**config.mk**
```make
export PLATFORM = sky130hd
export DESIGN_NAME = rf_scoreboard_regfile_flat
export DESIGN_NICKNAME = d
export VERILOG_FILES = /design/src/rtl/rf_pkg.sv /design/src/rtl/rf_scoreboard_regfile_if.sv /design/src/rtl/rf_pending_ctr.sv /design/src/rtl/rf_scoreboard_regfile.sv /design/src/flat_wrapper.sv
export SDC_FILE = /design/constraint.sdc
export NUM_CORES = 2
export LEC_CHECK = 0
export BUFFER_PORTS_ARGS = -buffer_cell sky130_fd_sc_hd__buf_2
export CAP_MARGIN = 5
export CELL_PAD_IN_SITES_DETAIL_PLACEMENT = 2
export CELL_PAD_IN_SITES_GLOBAL_PLACEMENT = 2
export CORE_ASPECT_RATIO = 0.75
export CORE_MARGIN = 1.5
export CORE_UTILIZATION = 47
export CTS_CLUSTER_DIAMETER = 60
export DETAILED_ROUTE_END_ITERATION = 16
export HOLD_SLACK_MARGIN = 0.02
export PLACE_DENSITY = 0.9
export REMOVE_ABC_BUFFERS = 1
export SLEW_MARGIN = 20
export SYNTH_ARGS = -nofsm -noshare
export SYNTH_HDL_FRONTEND = slang
export SYNTH_SLANG_ARGS = --single-unit
```
**constraint.sdc**
```tcl
create_clock -name clk -period 5.5 [get_ports clk]
set_clock_uncertainty 0.1 [all_clocks]
set_input_delay 1.1 -clock clk [delete_from_list [all_inputs] [get_ports clk]]
set_output_delay 1.1 -clock clk [all_outputs]
set_load 0.05 [all_outputs]
```
**src/rtl/rf_pkg.sv**
```systemverilog
// rf_pkg: shared sizes, reset constants and types for the scoreboarded register file
package rf_pkg;
  localparam int XLEN = 32;
  localparam int NREGS = 32;
  localparam int AW = $clog2(NREGS);
  localparam int CW = 2;
  typedef logic [AW-1:0] reg_addr_t;
  typedef logic [XLEN-1:0] reg_data_t;
  typedef logic [CW-1:0] cnt_t;
  localparam reg_addr_t ZERO_REG = '0;
  localparam reg_addr_t SP_IDX = reg_addr_t'(2);
  localparam reg_data_t SP_RESET = reg_data_t'(32'h500);
endpackage

```
**src/rtl/rf_scoreboard_regfile_if.sv**
```systemverilog
// rf_scoreboard_regfile_if: decode/write-back bus of the register file
//   read:  rs1_addr, rs2_addr -> rs1_data, rs2_data, rs1_busy, rs2_busy
//   issue: issue_en, issue_rd -> issue_full
//   wb:    wb_en, wb_addr, wb_data; flush
//   master = pipeline side, slave = register file
interface rf_scoreboard_regfile_if;
  import rf_pkg::*;
  reg_addr_t rs1_addr, rs2_addr, issue_rd, wb_addr;
  reg_data_t rs1_data, rs2_data, wb_data;
  logic rs1_busy, rs2_busy, issue_en, issue_full, wb_en, flush;
  modport master (
    output rs1_addr, rs2_addr, issue_en, issue_rd, wb_en, wb_addr, wb_data, flush,
    input rs1_data, rs2_data, rs1_busy, rs2_busy, issue_full
  );
  modport slave (
    input rs1_addr, rs2_addr, issue_en, issue_rd, wb_en, wb_addr, wb_data, flush,
    output rs1_data, rs2_data, rs1_busy, rs2_busy, issue_full
  );
endinterface

```
**src/rtl/rf_pending_ctr.sv**
```systemverilog
// rf_pending_ctr: saturating pending-write counter, inc/dec cancel, clr wins, no underflow
//   clk, rst: clock, sync active-high reset
//   inc_i, dec_i, clr_i: count up, count down, clear
//   cnt_o: current count; full_o: count at maximum
module rf_pending_ctr
  import rf_pkg::*;
(
  input  logic clk,
  input  logic rst,
  input  logic inc_i,
  input  logic dec_i,
  input  logic clr_i,
  output cnt_t cnt_o,
  output logic full_o
);
  cnt_t cnt_q, cnt_d;
  assign cnt_o = cnt_q;
  assign full_o = &cnt_q;
  always_comb
    cnt_d = clr_i ? '0 :
            (inc_i && !dec_i && !full_o) ? cnt_q + cnt_t'(1) :
            (dec_i && !inc_i && cnt_q != '0) ? cnt_q - cnt_t'(1) : cnt_q;
  always_ff @(posedge clk)
    cnt_q <= rst ? '0 : cnt_d;
endmodule

```
**src/rtl/rf_scoreboard_regfile.sv**
```systemverilog
// rf_scoreboard_regfile: 2R/1W register file with write bypass and per-register pending-write scoreboard
//   clk, rst: clock, sync active-high reset
//   bus (slave): read ports with busy flags, issue port with full flag, write-back port, flush
module rf_scoreboard_regfile
  import rf_pkg::*;
(
  input logic clk,
  input logic rst,
  rf_scoreboard_regfile_if.slave bus
);
  reg_data_t regs_q [NREGS];
  logic [NREGS-1:0][CW-1:0] cnt;
  logic [NREGS-1:0] sat;
  logic byp1, byp2;
  assign cnt[0] = '0;
  assign sat[0] = 1'b0;
  // a write-back to the same register frees a slot, so a saturated issue may proceed
  assign bus.issue_full = bus.issue_en && bus.issue_rd != ZERO_REG && sat[bus.issue_rd] &&
                          !(bus.wb_en && bus.wb_addr == bus.issue_rd);
  for (genvar g = 1; g < NREGS; g++) begin : g_ctr
    rf_pending_ctr u_ctr (
      .clk    (clk),
      .rst    (rst),
      .inc_i  (bus.issue_en && bus.issue_rd == reg_addr_t'(g) && !bus.issue_full),
      .dec_i  (bus.wb_en && bus.wb_addr == reg_addr_t'(g)),
      .clr_i  (bus.flush),
      .cnt_o  (cnt[g]),
      .full_o (sat[g])
    );
  end
  assign byp1 = bus.wb_en && bus.wb_addr == bus.rs1_addr;
  assign byp2 = bus.wb_en && bus.wb_addr == bus.rs2_addr;
  assign bus.rs1_data = bus.rs1_addr == ZERO_REG ? '0 : byp1 ? bus.wb_data : regs_q[bus.rs1_addr];
  assign bus.rs2_data = bus.rs2_addr == ZERO_REG ? '0 : byp2 ? bus.wb_data : regs_q[bus.rs2_addr];
  // the last outstanding write completing this cycle is already bypassed, so it no longer blocks
  assign bus.rs1_busy = bus.rs1_addr != ZERO_REG && cnt[bus.rs1_addr] > cnt_t'(byp1);
  assign bus.rs2_busy = bus.rs2_addr != ZERO_REG && cnt[bus.rs2_addr] > cnt_t'(byp2);
  always_ff @(posedge clk)
    if (rst) begin
      for (int i = 0; i < NREGS; i++) regs_q[i] <= '0;
      regs_q[SP_IDX] <= SP_RESET;
    end else if (bus.wb_en && bus.wb_addr != ZERO_REG) begin
      regs_q[bus.wb_addr] <= bus.wb_data;
    end
endmodule

```
**src/flat_wrapper.sv**
```systemverilog
// flat-port wrapper written by rule: the top's interface ports become plain ports
module rf_scoreboard_regfile_flat import rf_pkg::*;
  (clk, rst, bus_rs1_addr, bus_rs2_addr, bus_issue_en, bus_issue_rd, bus_wb_en, bus_wb_addr, bus_wb_data, bus_flush, bus_rs1_data, bus_rs2_data, bus_rs1_busy, bus_rs2_busy, bus_issue_full);
  rf_scoreboard_regfile_if bus_i ();
  input logic clk;
  input logic rst;
  input wire logic [$bits(bus_i.rs1_addr)-1:0] bus_rs1_addr;
  input wire logic [$bits(bus_i.rs2_addr)-1:0] bus_rs2_addr;
  input wire logic [$bits(bus_i.issue_en)-1:0] bus_issue_en;
  input wire logic [$bits(bus_i.issue_rd)-1:0] bus_issue_rd;
  input wire logic [$bits(bus_i.wb_en)-1:0] bus_wb_en;
  input wire logic [$bits(bus_i.wb_addr)-1:0] bus_wb_addr;
  input wire logic [$bits(bus_i.wb_data)-1:0] bus_wb_data;
  input wire logic [$bits(bus_i.flush)-1:0] bus_flush;
  output wire logic [$bits(bus_i.rs1_data)-1:0] bus_rs1_data;
  output wire logic [$bits(bus_i.rs2_data)-1:0] bus_rs2_data;
  output wire logic [$bits(bus_i.rs1_busy)-1:0] bus_rs1_busy;
  output wire logic [$bits(bus_i.rs2_busy)-1:0] bus_rs2_busy;
  output wire logic [$bits(bus_i.issue_full)-1:0] bus_issue_full;
  assign bus_i.rs1_addr = bus_rs1_addr;
  assign bus_i.rs2_addr = bus_rs2_addr;
  assign bus_i.issue_en = bus_issue_en;
  assign bus_i.issue_rd = bus_issue_rd;
  assign bus_i.wb_en = bus_wb_en;
  assign bus_i.wb_addr = bus_wb_addr;
  assign bus_i.wb_data = bus_wb_data;
  assign bus_i.flush = bus_flush;
  assign bus_rs1_data = bus_i.rs1_data;
  assign bus_rs2_data = bus_i.rs2_data;
  assign bus_rs1_busy = bus_i.rs1_busy;
  assign bus_rs2_busy = bus_i.rs2_busy;
  assign bus_issue_full = bus_i.issue_full;
  rf_scoreboard_regfile u_core (.clk(clk), .rst(rst), .bus(bus_i));
endmodule
```
==> impl.org <==
** Setup path
- Critical path launch point type :: input pin
- Setup slack on the worst flop-to-flop path :: about 1.7 ns
- Counting both buffers and inverters, the worst setup path holds a total of 2.
- Category of the most critical setup path :: input pin to output port
- The cell family contributing the most delay on the critical path is simple AND/OR/NAND/NOR gates.
- Reg-to-Reg End :: u_core.g_ctr[27].u_ctr.cnt_o[1]
- In this run the critical register-to-register path is launched from u_core.g_ctr[28].u_ctr.cnt_o[0].
- Data on the critical path arrives at its endpoint at 4.50 ns.
- Along the worst path, the maximum fanout reaches 17.
- In this design, the stage delay of the slowest critical-path cell is ~0.99 ns.
- Critical path cell sequence :: buf_2, xor2_1, nor4_1, nand3_4, a211oi_1, buf_2
- The most numerous cell type found on the critical path is buf_2.
- The largest individual stage delay along the critical path comes from the cell a211oi_1.
- Kind of capture point of the worst setup path :: output port
- Worst Reg-to-Reg Cells :: 7
- CP Data Required Time :: 4.30 ns

** Place
- DP Worst Slack :: 0.2566 ns
- Instance area at placement :: 63670 um2
- HPWL after DPL :: between 150 and 200 mm
- Routability cong. :: ~0.9
- Number of port buffers :: 123

** Die
- The die covers around 130000 um2.
- After floorplanning, the core was divided into roughly 110 placement rows.
- Pin placement for this block handled 124 I/O pins.
- Initial cell density of the core :: 0.4755
- In this run the vertical extent of the chip is 313.5 um.
- Core area :: 127100 um2
- The die is 417.1 um wide.

** Clock tree
- CTS built an H-tree with a depth of 3.
- Hold repair after CTS inserted 0 buffers.
- CTS Buf Count :: between 100 and 150
- Clock-pin slew was measured on the worst setup and hold paths at about 0.06 ns.
- Total number of clock tree sinks :: between 1000 and 1500
- Clock Path Buffers :: 3
- CTS tree :: built
- Post-cts repair resize count :: 0
- Clock tree synthesis selected as its root buffer the cell clkbuf_16.
- Once the clock tree was built, the setup fixing pass inserted 0 buffers.
- Clock latency on the worst-skew pair, taken at its later pin, is 0.83 ns.

** Logic synthesis
- Average cell area after synthesis :: 15.01 um2
- Count of warnings emitted by yosys :: 0
- The cell area that synthesis handed to floorplanning was 60430 um2.
- Mapped Cells :: 4026
- Multiplexer share of the synthesized area :: 0.2587
- #FFs+latches synth :: 1086
- Area fraction in compound gates after synthesis :: 0.03805
- Ys async rst share :: 0
- Sequential fraction of the synthesis area :: 0.5293
- Area share of xor/xnor cells in the synthesized design :: 0.002174
- Count of cell types in the netlist :: 63
- Combinational family with the most area after synthesis :: multiplexers
- Most used DFF post-synth :: edfxtp_1
- Of the total synthesized cell area, the portion taken by full adders, half adders and majority gates is 0.0004141.
- Post-synth EDFFs :: 1024
- Of the total synthesized cell area, the portion taken by AND, OR, NAND and NOR gates is 0.1397.

** Pwr
- Worst vdd rail ir drop :: 263.4 uV
- In this run the static leakage power is 22.81 nW.
- Power spread over the standard cell area amounts to between 300 and 400 nW/um2.

** Timing
- Normalized max-slew margin :: 0.09862
- Period utilisation layout :: 1.037
- Setup violations remaining at the end of the flow were counted as 5.
- Slew Viols, Final :: 0
- Transition at the pin with the smallest max-transition slack :: 1.349 ns
- After layout, the minimum clock period comes to 5.701 ns.
- Derived from the worst setup path, the maximum achievable clock frequency is 175.4 MHz.
- In the post-route analysis, the smallest setup slack over all paths is -0.2010 ns.
- Hold slack :: approximately 0.5 ns
- Count of endpoints failing hold in the final timing report :: 0
- Unrepaired setup endpoints after global routing :: no

** Final layout
- Layout Nets :: 4088
- Post-layout util :: 0.5301
- Final standard cell area without fillers :: 67370 um2
- Share of final-layout standard cells stronger than drive strength 1 :: 0.2904
- Area growth from synthesis to layout :: 11.48%

** GRT
- Vias in the first global route :: 48311
- Global-route usage over all layers :: 0.4366
- For this run the aggregate overflow at the end of global routing stands at 0.
- Wire length of the first global-routing pass :: 395.4 mm
- Entering global routing, the biggest net connects 98 pins.
- The number of antenna violations at the first check in global routing came to 41.

** Drt
- The final layout contains routed wiring with a total length of 311.4 mm.
- After detailed routing, the number of vias per cell comes to 8.335.
- Number of iterations in the first detailed-routing pass :: 13
- Dividing the detail-routed wire length by the instance count gives 53.51 um.
- The first routing iteration left ~10000 violations.
- For this run, design rule violations remaining after detail routing come to 0.
- Residual antenna-violating net count after detailed routing :: 0
- Detailed routing inserted a total of a little under 50000 vias.

** Min path
- Worst min-delay path endpoint :: u_core.g_ctr[3].u_ctr.cnt_o[1]
- Hold path startpoint :: u_core.g_ctr[3].u_ctr.cnt_o[1]
- Along the worst hold path, the cell count comes to 2.
- Worst hold path type :: flip-flop to flip-flop

** Run
- Total of max-cap violations :: 0

** Outcome
- The flow ran to the end, but the final reports show violations.
- The final reports fail on negative setup slack.
-- cell type report --
type	count	area, um2
Fill cell	11032	59730
Sequential cell	1086	31990
Multi-Input combinational cell	2534	26980
Clock buffer	156	3105
Timing Repair Buffer	285	2606
Tap cell	1667	2086
Clock inverter	61	519.2
Antenna cell	27	67.56
Inverter	4	16.27
-- per-layer routing --
metal	wire (um)	vias to the layer above	track usage	share of wire
met3	51290	2181	0.1460	0.16
met5	431	-	0.003967	0.0014
li1	-	15693	-	-
met4	31650	28	0.3046	0.10
met1	94600	24303	0.5243	0.30
met2	133500	6303	0.6675	0.43
-- worst max path at each step --
stage	start	to	cells past startpoint
global route	bus_rs1_addr[1]	bus_rs1_data[10]	7
global placement	bus_rs1_addr[0]	bus_rs1_data[19]	9
floorplan	bus_wb_addr[1]	bus_rs1_data[0]	4
finish	bus_wb_addr[3]	bus_rs1_data[10]	6
CTS	bus_rs1_addr[0]	bus_rs1_data[7]	8
detailed placement	bus_rs1_addr[1]	bus_rs1_busy	10
-- state kept, by name, indices dropped and copies added (netlist names) --
signal,flops
u_core.regs_q,1024
u_core.g_ctr.u_ctr.cnt_o,62
-- worst min-delay path: stages (launching register included) --
cell and delay, ns:
dfxtp_1 0.38, nand2b_1 0.11, a21oi_1 0.06
-- Yosys cell counts (6+ instances only) --
master       n  area share
buf_6       17      0.0032
nand2b_1    24      0.0025
a211oi_2    12      0.0025
mux2i_1     77       0.013
a211oi_1   116       0.014
mux2_2       8      0.0015
nor2_1     150      0.0093
nand4_1      8     0.00083
mux4_2     656        0.24
o21ai_0     35      0.0029
clkbuf_1   305       0.019
a22o_1      18      0.0026
nand4b_1    16      0.0023
xor2_1      12      0.0017
edfxtp_1  1024        0.51
and2_1     992        0.10
dfxtp_1     62       0.021
nand3_1     40      0.0033
nor3_1      41      0.0034
buf_1       21      0.0013
nor4_1      18      0.0019
a21oi_1     28      0.0023
or2_2       18      0.0019
nand2_1     65      0.0040
o21a_1      15      0.0019
and3_1      17      0.0018
a31oi_1     17      0.0018
nor3_2       6     0.00099
o211ai_1    27      0.0034
o31a_1      16      0.0023
nor2b_1     29      0.0030
buf_2       81      0.0067
buf_4        9      0.0011
-- stage by stage --
| step | instances | TNS, ns | power, W |
|---|---|---|---|
| global route | 5797 | 0 | 0.02161 |
| global placement | 5576 | 0 | 0.01269 |
| floorplan | 3624 | 0 | 0.01139 |
| CTS | 5793 | 0 | 0.02097 |
| finish | 5820 | -0.4402 | 0.02152 |
| detailed placement | 5576 | 0 | 0.01297 |
-- power by group --
group | total [W] | switching [W] | internal (W)
Clock | 0.00830 | 0.00404 | 0.00426
Combinational | 0.00331 | 0.00207 | 0.00124
Sequential | 0.00991 | 0.000424 | 0.00949
Total | 0.0215 | 0.00653 | 0.0150
-- cells by family (layout without fill, tap and decap cells) --
kind of cell	after synthesis	count (layout)
buffers and inverters	437	506
and+or+nand+nor	1437	1437
AOI/OAI and AO/OA	307	307
muxes	741	741
xor gates and xnor gates	15	15
other	1	59
adders and majority gates	2	2
DFF	1086	1086
-- layout by cell type (no fill, tap or decap), types with 53 or more instances in the layout --
cell type / n
a211oi_1: 116
and2_1: 992
buf_12: 53
buf_2: 95
buf_4: 130
clkbuf_16: 118
dfxtp_1: 62
edfxtp_1: 1024
mux2i_1: 77
mux4_2: 656
nand2_1: 65
nor2_1: 118
No activity file was read; power rests on OpenSTA's default activity.
